`config.mk`:
```
export PLATFORM = sky130hd
export DESIGN_NAME = ex_mem_stage
export DESIGN_NICKNAME = d
export VERILOG_FILES = /design/src/rtl/ex_mem_stage.sv
export SDC_FILE = /design/constraint.sdc
export NUM_CORES = 1
export LEC_CHECK = 0
export ABC_AREA = 0
export CAP_MARGIN = 20
export CORE_ASPECT_RATIO = 0.9
export CORE_MARGIN = 5
export CORE_UTILIZATION = 30
export DETAILED_ROUTE_END_ITERATION = 6
export GPL_TIMING_DRIVEN = 0
export SETUP_SLACK_MARGIN = 0.5
export SYNTH_ARGS = -nofsm -noshare
export SYNTH_HDL_FRONTEND = slang
export SYNTH_SLANG_ARGS = --single-unit
```
`constraint.sdc`:
```
create_clock -name clk -period 2.3 [get_ports clk]
set_input_delay 0.69 -clock clk [delete_from_list [all_inputs] [get_ports clk]]
set_output_delay 0.69 -clock clk [all_outputs]
set_load 0.05 [all_outputs]
```
`src/rtl/ex_mem_stage.sv`:
```
// ============================================================================
// Module      : ex_mem_stage
// Description : Execute-to-memory pipeline register with a 2-entry skid buffer
//               (registered in_ready), flush support and x0 write suppression.
//               Optional macro EX_MEM_STALL_CNT_EN adds a stall cycle counter.
// Revision    : 1.0 - initial release
// ============================================================================
`default_nettype none

module ex_mem_stage #(
    parameter int N          = 32,
    parameter int REG_ADDR_W = 5,
    parameter int CTRL_W     = 6
) (
    input  logic                  clk,
    input  logic                  rst,
    input  logic                  flush,
    input  logic                  in_valid,
    output logic                  in_ready,
    input  logic [N-1:0]          in_z,
    input  logic                  in_equal,
    input  logic                  in_zero,
    input  logic [N-1:0]          in_store_data,
    input  logic [REG_ADDR_W-1:0] in_rd,
    input  logic                  in_reg_we,
    input  logic [CTRL_W-1:0]     in_ctrl,
    output logic                  out_valid,
    input  logic                  out_ready,
    output logic [N-1:0]          out_z,
    output logic                  out_equal,
    output logic                  out_zero,
    output logic [N-1:0]          out_store_data,
    output logic [REG_ADDR_W-1:0] out_rd,
    output logic                  out_reg_we,
`ifdef EX_MEM_STALL_CNT_EN
    output logic [31:0]           stall_cycles,
`endif
    output logic [CTRL_W-1:0]     out_ctrl
);

    typedef struct packed {
        logic [N-1:0]          z;
        logic                  equal;
        logic                  zero;
        logic [N-1:0]          store_data;
        logic [REG_ADDR_W-1:0] rd;
        logic                  reg_we;
        logic [CTRL_W-1:0]     ctrl;
    } entry_t;

    typedef enum logic [1:0] {
        ST_EMPTY = 2'd0,
        ST_ONE   = 2'd1,
        ST_TWO   = 2'd2
    } state_t;

    state_t r_state;
    state_t w_state_nxt;
    entry_t r_main;
    entry_t r_skid;
    entry_t w_entry_in;
    logic   r_out_valid;
    logic   r_in_ready;
    logic   w_accept;
    logic   w_pop;
    logic   w_main_ld_in;
    logic   w_main_ld_skid;
    logic   w_skid_ld;

    // Register x0 is hardwired zero, so a write to it is never requested downstream.
    always_comb begin
        w_entry_in            = '0;
        w_entry_in.z          = in_z;
        w_entry_in.equal      = in_equal;
        w_entry_in.zero       = in_zero;
        w_entry_in.store_data = in_store_data;
        w_entry_in.rd         = in_rd;
        w_entry_in.reg_we     = in_reg_we & (in_rd != '0);
        w_entry_in.ctrl       = in_ctrl;
    end

    assign w_accept = in_valid & r_in_ready & ~flush;
    assign w_pop    = r_out_valid & out_ready;

    always_comb begin
        w_state_nxt    = r_state;
        w_main_ld_in   = 1'b0;
        w_main_ld_skid = 1'b0;
        w_skid_ld      = 1'b0;
        if (flush) begin
            w_state_nxt = ST_EMPTY;
        end else begin
            case (r_state)
                ST_EMPTY: begin
                    if (w_accept) begin
                        w_state_nxt  = ST_ONE;
                        w_main_ld_in = 1'b1;
                    end
                end
                ST_ONE: begin
                    if (w_accept && w_pop) begin
                        w_main_ld_in = 1'b1;
                    end else if (w_accept) begin
                        w_state_nxt = ST_TWO;
                        w_skid_ld   = 1'b1;
                    end else if (w_pop) begin
                        w_state_nxt = ST_EMPTY;
                    end
                end
                ST_TWO: begin
                    if (w_pop) begin
                        w_state_nxt    = ST_ONE;
                        w_main_ld_skid = 1'b1;
                    end
                end
                default: w_state_nxt = ST_EMPTY;
            endcase
        end
    end

    // Valid and ready are derived from the next state so both leave flops directly.
    always_ff @(posedge clk) begin
        if (rst) begin
            r_state     <= ST_EMPTY;
            r_main      <= '0;
            r_skid      <= '0;
            r_out_valid <= 1'b0;
            r_in_ready  <= 1'b1;
        end else begin
            r_state     <= w_state_nxt;
            r_out_valid <= (w_state_nxt != ST_EMPTY);
            r_in_ready  <= (w_state_nxt != ST_TWO);
            if (w_main_ld_in) begin
                r_main <= w_entry_in;
            end else if (w_main_ld_skid) begin
                r_main <= r_skid;
            end
            if (w_skid_ld) begin
                r_skid <= w_entry_in;
            end
        end
    end

`ifdef EX_MEM_STALL_CNT_EN
    logic [31:0] r_stall_cycles;

    always_ff @(posedge clk) begin
        if (rst) begin
            r_stall_cycles <= '0;
        end else if (r_out_valid && !out_ready) begin
            r_stall_cycles <= r_stall_cycles + 32'd1;
        end
    end

    assign stall_cycles = r_stall_cycles;
`endif

    assign in_ready       = r_in_ready;
    assign out_valid      = r_out_valid;
    assign out_z          = r_main.z;
    assign out_equal      = r_main.equal;
    assign out_zero       = r_main.zero;
    assign out_store_data = r_main.store_data;
    assign out_rd         = r_main.rd;
    assign out_reg_we     = r_main.reg_we;
    assign out_ctrl       = r_main.ctrl;

endmodule

`default_nettype wire

```
Word level (Yosys, flattened, before mapping)

Cells that the tools add are included.
W data, S select, Z words.

Register bits after elaboration: 160
Output and inout port bits: 80
Logic and storage cells: 49

Equal/unequal tests: 3
Muxes and demuxes: 19
Bitwise operators: 5
Reduce and logical (&&, ||, !) cells: 5

Operators with widths:

| kind                 | count |
|---|---|
| $mux W78             | 2 |
| $mux W2              | 6 |
| $mux W1              | 9 |
| $pmux W2 S3          | 1 |
| $reduce_bool A5 Y1   | 1 |
| $and A1 B1 Y1        | 4 |
| $reduce_bool A2 Y1   | 2 |
| $eq A2 B1 Y1 const B | 1 |
| $eq A2 B2 Y1 const B | 1 |
| $logic_not A2 Y1     | 1 |
| $ne A2 B2 Y1 const B | 1 |
| $pmux W1 S2          | 1 |
| $logic_and A1 B1 Y1  | 1 |
| $not A1 Y1           | 1 |

Longest topological paths before layout

Gate-level depths: netlist of the first run.

Word-level depth: 7
Mapped depth: 7
Mapped depth without buffers: 4

Least setup slack after synthesis of the first run

OpenSTA, ideal clock, no wires.

Kind: register to register
From: register r_out_valid, in the netlist out_valid
To: register r_main, in the netlist out_store_data[15]
Setup time: 142 ps
Arrival: 1680 ps
Data required time: 2158 ps
Setup slack: 478 ps
Cell stages (with the launch flop): 8
Buffers on the path: 3
Cells stage by stage: dfxtp_1 -> nand4b_1 -> or2_1 -> buf_2 -> buf_6 -> buf_4 -> nand2_1 -> a311oi_1

Longest elaborated chain between the ends: 6
Elaborated cells between the ends (all ways): 10

Ends and longest elaborated chain:

| item                                                  | line | text |
|---|---|---|
| start: declaration                                    | 62   | `logic r_out_valid;` |
| start signal: assignment                              | 131  | `r_out_valid <= (w_state_nxt != ST_EMPTY);` |
| $and A1 B1 Y1 (*)                                     | 83   | `assign w_pop = r_out_valid & out_ready;` |
| $logic_and A1 B1 Y1                                   | 101  | `if (w_accept && w_pop) begin` |
| $mux W1                                               | 101  |  |
| $pmux W1 S2                                           | 93   | `case (r_state)` |
| $mux W1                                               | 90   | `if (flush) begin` |
| $mux W78 / $reduce_bool A2 Y1 (equally long branches) | --   |  |
| end signal: assignment                                | 134  | `r_main <= w_entry_in;` |
| end signal: assignment                                | 136  | `r_main <= r_skid;` |
| end: declaration                                      | 59   | `entry_t r_main;` |

Every way passes the cells marked *; elsewhere a longest branch is shown, timed or not.
A chain may end at the register's enable or synchronous reset.

Worst setup path in the final report of the first run

From: input port in_rd[2]
To: register r_main, in the netlist out_reg_we

Longest elaborated chain between the ends: 3

Ends and longest elaborated chain:

| item               | line | text |
|---|---|---|
| start: declaration | 24   | `input logic [REG_ADDR_W-1:0] in_rd,` |
| $reduce_bool A5 Y1 | 78   | `w_entry_in.reg_we = in_reg_we & (in_rd != '0);` |
| $and A1 B1 Y1      | 78   |  |
| $mux W78           | 133  | `if (w_main_ld_in) begin` |

No other way between the ends.

==> metrics.md, run 1 <==
| Metric | Value |
|---|---|
| Layout area overhead | `42.1%` |
| Die footprint | `24000 sq um` |
| Initial Utilization | `a little under a third` |
| Worst vdd ir | `~0.00041 V` |
| Initial antenna violation count | `1` |
| Num rows | `50` |
| CP max-delay cell | `or4_4` |
| Post-Syn Nets | `880` |
| Post-layout util | `roughly 43%` |
| Fin crit share | `~78%` |
| Yosys top cell area share | `50.7%` |
| Ys async rst share | `0%` |
| Worst-path clk slew | `0.06 ns` |
| Final hold violations | `0` |
| Most common cell in the netlist | `nand2_1` |
| Post-layout min period | `about 1.8 ns` |
| WP data arrival | `slightly above 2 ns` |
| Rel. slew slack | `~62%` |
| Num CTS Buffers | `17` |
| Vias | `~6.1k` |
| First-pass iteration count of the detailed router | `5` |
| RD Place Congestion | `between 0.7 and 0.8` |
| GRT overflow | `0` |
| Sw frac | `a little over a quarter` |
| Run status | `finished clean` |
| Seq/Total Area, Yosys | `50.7%` |
| Cell Area, Synth | `about 6300 sq um` |
| Final setup TNS | `0 ns` |
| Total internal power | `5.27 mW` |
| Sequential share of power | `around 41%` |
| Clock network fraction of total power | `between 40 and 50%` |
| Logic pwr share | `between 10% and 20%` |
| Crit-path max FO | `3` |
| Yosys warnings | `0` |
| Post-synth top cells | `316 x nand2_1, 160 x dfxtp_1, 79 x a21oi_1, 79 x nor2_1, 68 x a311oi_1` |
| Min-delay worst type | `register to register` |
| # Max-Cap Violations | `0` |
| R2r setup slk | `just under 0.6 ns` |
| Area leader, netlist | `dfxtp_1` |
| Worst-skew pair later-pin latency | `0.42 ns` |
| Pin count of the biggest net entering global routing | `17` |
| I/O Buffers | `~160` |
| #FFs+latches synth | `160` |
| Startpoint types | `primary input` |
| Top_reg_cell synth | `dfxtp_1` |
| WL final | `between 20 and 25 mm` |
| Global-route wire length before repair | `31.8 mm` |
| Worst Path Buf+Inv | `1` |
| Share of cells above drive strength 1 | `approximately 22%` |
| Final slew viol count | `0` |
| CTS Sinks | `160` |
| Total GRT Usage | `between 10% and 20%` |
| Worst clock skew | `between 0.009 and 0.01 ns` |
| Register Area | `about 3200 sq um` |
| Overall power | `7.12 mW` |
| Post-synthesis area per instance | `7.92 sq um` |
| Setup Viol. Count Final | `0` |
| Vias in the first global route | `roughly 5.9k` |
| Fmax | `~560 MHz` |
| Residual DRC | `0` |
| CP endpoint kind | `register` |
| Final net count | `approximately 1.1k` |
| CTS Root Cell | `clkbuf_16` |
| Crit-path leading delay family | `simple AND/OR/NAND/NOR gates` |
| Chip width | `around 160 um` |
| Final ANT Viol Nets | `0` |
| Req. time, crit path | `about 2.6 ns` |
| Max clock buf depth | `2` |
| P_leak | `approximately 3.4 nW` |
| CP cell instances | `clkdlybuf4s50_1 -> or4_4 -> o21a_1 -> nor2_1 -> a311oi_2` |
| Number of flops mapped to enable cells by yosys | `0` |
| Multi-input logic area | `between 2000 and 3000 sq um` |
| First DRT Iteration DRCs | `230` |
| H-tree levels | `4` |
| DP HPWL | `about 14 mm` |
| CP peak stage delay | `between 0.5 and 0.6 ns` |
| Syn Inst Count | `about 800` |
| Core Area | `between 20000 and 25000 sq um` |
| Ant. Diodes | `0` |
| Filler cell count | `around 2.1k` |
| Top cells by area, synth | `dfxtp_1 51%, nand2_1 19%, a311oi_1 9.4%` |
| Per-cell routed wire length | `about 16 um` |
| Vias/cell | `approximately 4.8` |
| P_sw | `~1.9 mW` |
| RSZ-0062 raised after global routing | `true` |
| CTS tree | `done` |
| WS Path Type | `primary input to register` |
| Pwr dens | `794 nW/um^2` |
| Die H | `approximately 150 um` |
| IO Pins | `163` |
| Unique masters post-synth | `27` |
| Slew of the pin with the lowest slew margin | `0.565 ns` |
-- registers in the layout, indices dropped and copies added, names as in the netlist, 2 cells and up --
register	flops
out_store_data	32
out_rd	5
out_z	32
out_ctrl	6
r_state	2
r_skid	78
-- kinds of logic after synthesis --
kind of cell	count (synthesis)	synth area share [%]
xor gates and xnor gates	1	0.139
buffers and inverters	69	5.65
DFF	160	50.7
AOI/OAI and AO/OA	162	18.8
and+or+nand+nor	405	24.7
-- power by group through the flow --
| stage | registers, mW | clock network [mW] | logic, mW |
|---|---|---|---|
| floorplan | 3.34 | 0 | 0.244 |
| global placement | 3.01 | 0 | 1.03 |
| detailed placement | 3.01 | 0 | 1.03 |
| CTS | 2.94 | 3.23 | 0.995 |
| global route | 2.96 | 3.35 | 1.07 |
| finish | 2.94 | 3.17 | 1.01 |
-- cells in the final DEF (no fill, tap or decap), types with 2 or more instances in the layout --
cell | netlist | layout
clkbuf_16 | 0 | 17
buf_1 | 5 | 2
dfxtp_1 | 160 | 159
clkbuf_2 | 0 | 19
clkbuf_8 | 0 | 4
buf_12 | 0 | 4
bufinv_16 | 0 | 5
buf_6 | 4 | 7
buf_4 | 8 | 18
a21oi_1 | 79 | 79
clkinv_4 | 0 | 2
a311oi_1 | 68 | 52
nor2_1 | 79 | 79
buf_8 | 0 | 6
buf_2 | 30 | 90
clkbuf_1 | 21 | 3
clkbuf_4 | 0 | 8
clkdlybuf4s50_1 | 0 | 77
dlymetal6s2s_1 | 0 | 2
a311oi_2 | 10 | 26
nand2_1 | 316 | 315
o21a_1 | 2 | 2
-- per-layer routing --
| metal | global-route usage, % | wire length [um] | vias to the layer above |
|---|---|---|---|
| met2 | 26.1 | 9300 | 154 |
| met4 | 4.19 | 222 | 2 |
| met3 | 4.68 | 1140 | 18 |
| met5 | 0 | 11 | - |
| met1 | 22.2 | 9430 | 2901 |
| li1 | - | - | 3063 |
-- worst register-to-register path, stage by stage (launching register included) --
cell and delay, ns:
dfxtp_1 0.42, and4bb_4 0.29, buf_4 0.14, nand2_4 0.12
buf_4 0.21, buf_2 0.25, nand2_1 0.08, a21oi_1 0.13
-- through the flow --
step                std cells  worst slack, ns  cell area [sq um]  hold slack [ns]
floorplan                 797            0.561               6310            0.437
global placement         1245           -0.395               8290            0.441
detailed placement       1245           -0.431               8290            0.447
CTS                      1282            0.414               8840            0.455
global route             1284            0.485               8970            0.467
finish                   1284            0.513               8970            0.453
-- timing repair --
| action | 4_1_cts | 5_1_grt |
|---|---|---|
| cloned | 1 | 0 |
| hold buffers | 0 | 0 |
| gates resized for setup | 460 | 49 |
| pin swaps | 4 | 3 |
| buffers inserted | 6 | 2 |
| endpoints found under the setup margin | 236 | 103 |
-- area by class of cell --
type / instances / area share [%]
Buffer: 68 / 5.65
Clock buffer: 21 / 5.36
Clock inverter: 9 / 2.01
Inverter: 1 / 0.0418
Multi-Input combinational cell: 568 / 32.2
Sequential cell: 160 / 35.7
Tap cell: 286 / 3.99
Timing Repair Buffer: 171 / 15.0
-- worst paths after layout --
| check | start | endpoint | depth (start not counted) |
|---|---|---|---|
| max | in_rd[2] | out_reg_we | 5 |
| min | r_skid[24] | r_skid[24] | 2 |
| max reg2reg | r_state[1] | r_skid[58] | 7 |
| min reg2reg | r_skid[24] | r_skid[24] | 2 |
Power figures use the tool's default switching activity.
==> run 2, diff against run 1 <==
clock period = 1.85 ns   (was 2.3 ns; I/O delays follow)
==> run 2 against run 1 <==
  * Hold slack improved by 0.0016 ns
  * Sequential power increased by 27%
  * Core utilization increased by 8.5 points
  * Largest power group is now registers
  * Highest routed layer is now met4
  * Count of clock-buffer cells in the layout decreased by 2
  * Combinational power increased by 59%
  * Power increased by 24%
==> metrics.md, run 2 (synthesis gave the netlist of run 1 again) <==
| Metric | Value |
|---|---|
| Num CTS Buffers | `17 (unchanged)` |
| # Max-Cap Violations | `0 (unchanged)` |
| Multi-input logic area | `3160 sq um (+9.4%)` |
| Initial antenna violation count | `0 (-1)` |
| Die H | `148 um (unchanged)` |
| Register Area | `3320 sq um (+3.7%)` |
| Vias in the first global route | `6087 (+2.7%)` |
| Per-cell routed wire length | `15.8 um (+0.96%)` |
| Worst reg2reg path startpoint | `r_state[0]` |
| Final slew viol count | `0 (unchanged)` |
| Hold Slack | `0.455 ns (+0.00156 ns)` |
| Fmax | `614 MHz` |
| Num rows | `50 (unchanged)` |
| Worst clock skew | `0.00831 ns (-0.00107 ns)` |
| M2 GR Usage | `27.3% (+1.2 points)` |
| I/O Buffers | `162 (unchanged)` |
| Worst-path clk slew | `0.07 ns (about the same)` |
| GRT overflow | `0 (unchanged)` |
| Max clock buf depth | `2 (unchanged)` |
| R2r setup slk | `0.25 ns (-0.34 ns)` |
| Final setup TNS | `0 ns (unchanged)` |
| Commonest non-fill, non-tap cell in the layout | `nand2_1` |
| Req. time, crit path | `2.21 ns (-0.38 ns)` |
| Run status | `finished clean` |
| Layout area overhead | `70.1%` |
| Busiest layer in global routing | `met2` |
| Total GRT Usage | `17.0% (+0.55 points)` |
| CTS Root Cell | `clkbuf_16` |
| Reg2Reg Depth | `7 (unchanged)` |
| RD Place Congestion | `0.767 (-2.0%)` |
| Post-layout util | `51.7% (+8.5 points)` |
| Vias | `6338 (+3.3%)` |
| Ant. Diodes | `0 (unchanged)` |
| First-pass iteration count of the detailed router | `4 (-1)` |
| CTS Sinks | `160 (unchanged)` |
| Worst-skew pair later-pin latency | `0.42 ns (about the same)` |
| Rel. slew slack | `78.5% (+16 points)` |
| R2R Path End | `out_store_data[29]` |
| Commonest non-fill, non-tap cells in the layout | `291 x nand2_1, 94 x buf_8, 79 x dfxtp_1, 76 x clkdlybuf4s50_1, 74 x dfxtp_2` |
| Final net count | `1120 (+4.7%)` |
| Core Area | `20800 sq um (unchanged)` |
| Worst vdd ir | `0.000504 V (+24%)` |
| IO Pins | `163 (unchanged)` |
| CP endpoint kind | `register` |
| Most common cell on crit path | `buf_8` |
| GRT met1 Usage | `23.1% (+0.96 points)` |
| WP data arrival | `1.99 ns (-0.08 ns)` |
| CP cell instances | `clkdlybuf4s15_2 -> and4bb_4 -> and2_4 -> buf_8 -> buf_8 -> bufbuf_16 -> nand2_1 -> a21oi_2` |
| Hold path cells | `2 (unchanged)` |
| WS Path Type | `primary input to register` |
| Min-delay worst type | `register to register` |
| Pwr dens | `825 nW/um^2 (+3.9%)` |
| Slew of the pin with the lowest slew margin | `0.323 ns (-0.243 ns)` |
| Share of cells above drive strength 1 | `40.4% (+18 points)` |
| Residual DRC | `0 (unchanged)` |
| RSZ-0062 raised after global routing | `true` |
| Post-layout min period | `about 1.6 ns` |
| Filler cell count | `1919 (-8.7%)` |
| WL final | `21.1 mm (+5.0%)` |
| # hold bufs at CTS | `0 (unchanged)` |
| Largest Register | `r_skid` |
| DP HPWL | `13.9 mm (-0.46%)` |
| Overall power | `8.86 mW (+24%)` |
| H-tree levels | `4 (unchanged)` |
| First DRT Iteration DRCs | `248 (+7.8%)` |
| Worst Hold Path EP | `r_skid[39]` |
| Startpoint types | `primary input` |
| Pin count of the biggest net entering global routing | `17 (unchanged)` |
| Vias/cell | `4.74 (-0.76%)` |
| P_leak | `3.97 nW (+17%)` |
| CP max-delay cell | `and4bb_4` |
| Chip width | `163 um (unchanged)` |
| CTS tree | `done` |
| Fin crit share | `88.0%` |
| Final hold violations | `0 (unchanged)` |
| Die footprint | `24000 sq um (unchanged)` |
| M3 GR Usage | `4.49% (-0.20 points)` |
| Global-route wire length before repair | `32.9 mm (+3.6%)` |
| CP peak stage delay | `0.39 ns (-0.12 ns)` |
| Setup Viol. Count Final | `0 (unchanged)` |
| Crit-path max FO | `6 (+3)` |
| Initial Utilization | `30.4% (unchanged)` |
| Final ANT Viol Nets | `0 (unchanged)` |
| Largest register FFs | `78 (unchanged)` |
| Hold Startpoint | `r_skid[39]` |
[run 2: cell count changes in the layout (fill, tap and decap cells not counted), moves of 10 or more]
cell	before	now
buf_4	18	51
buf_6	7	22
nor2_2	0	10
a21oi_1	79	51
a21oi_2	0	28
buf_8	6	94
nand2_2	0	17
buf_2	90	7
nor2_1	79	69
nand2_1	315	291
dfxtp_2	1	74
dfxtp_1	159	79
[run 2: worst max-delay path by stage]
stage / startpoint / endpoint / slack [ns] / depth (start not counted)
global route: r_state[0] / out_z[4] / 0.16 / 7
finish: flush / r_skid[66] / 0.22 / 8
detailed placement: rst / out_z[11] / -0.79 / 4
global placement: rst / out_z[10] / -0.78 / 4
CTS: r_state[0] / out_z[1] / 0.26 / 7
floorplan: out_ready / out_store_data[15] / 0.26 / 7
[run 2: stage by stage]
stage                     instance area [sq um]  instances  setup WS (ns)
after floorplan                            6470        797          0.260
after global placement                     8450       1245         -0.782
after detailed placement                   8450       1245         -0.788
after CTS                                 10100       1316          0.257
after global routing                      10700       1336          0.159
final                                     10700       1336          0.221
[run 2: metal layers]
metal / up-vias / share of wire, % / routed length (um)
met1: 3012 / 46 / 9720
met5: - / 0 / 0
met4: 0 / 0.77 / 162
met3: 13 / 5.3 / 1110
met2: 144 / 48 / 10100
li1: 3169 / - / -
[run 2: critical path, delay by kind of cell]
| kind | cells | cell delay (ns) |
|---|---|---|
| simple gates | 3 | 0.60 |
| buf+inv | 4 | 0.71 |
| compound gates | 1 | 0.10 |
[run 2: cell type report]
cell class | count | area share (%)
plain buffers | 68 | 6.48
clock buffers | 19 | 4.12
clock inverters | 13 | 1.26
inverters | 1 | 0.0350
multi-input cells | 568 | 29.4
flip-flops and latches | 160 | 30.9
well taps | 286 | 3.33
repair buffers | 221 | 24.4
[run 2: power by group]
part	internal, mW	switching, mW	total (mW)	leakage, nW
clock network	2.03	1.49	3.52	0.284
logic	0.746	0.862	1.61	2.35
registers	3.61	0.121	3.73	1.34
total	6.38	2.48	8.86	3.97
[run 2: what timing repair did]
item / CTS / global route
setup buffers: 37 / 17
cloned: 2 / 3
pin swaps: 13 / 37
resized for setup: 786 / 126
endpoints found under the setup margin: 238 / 236
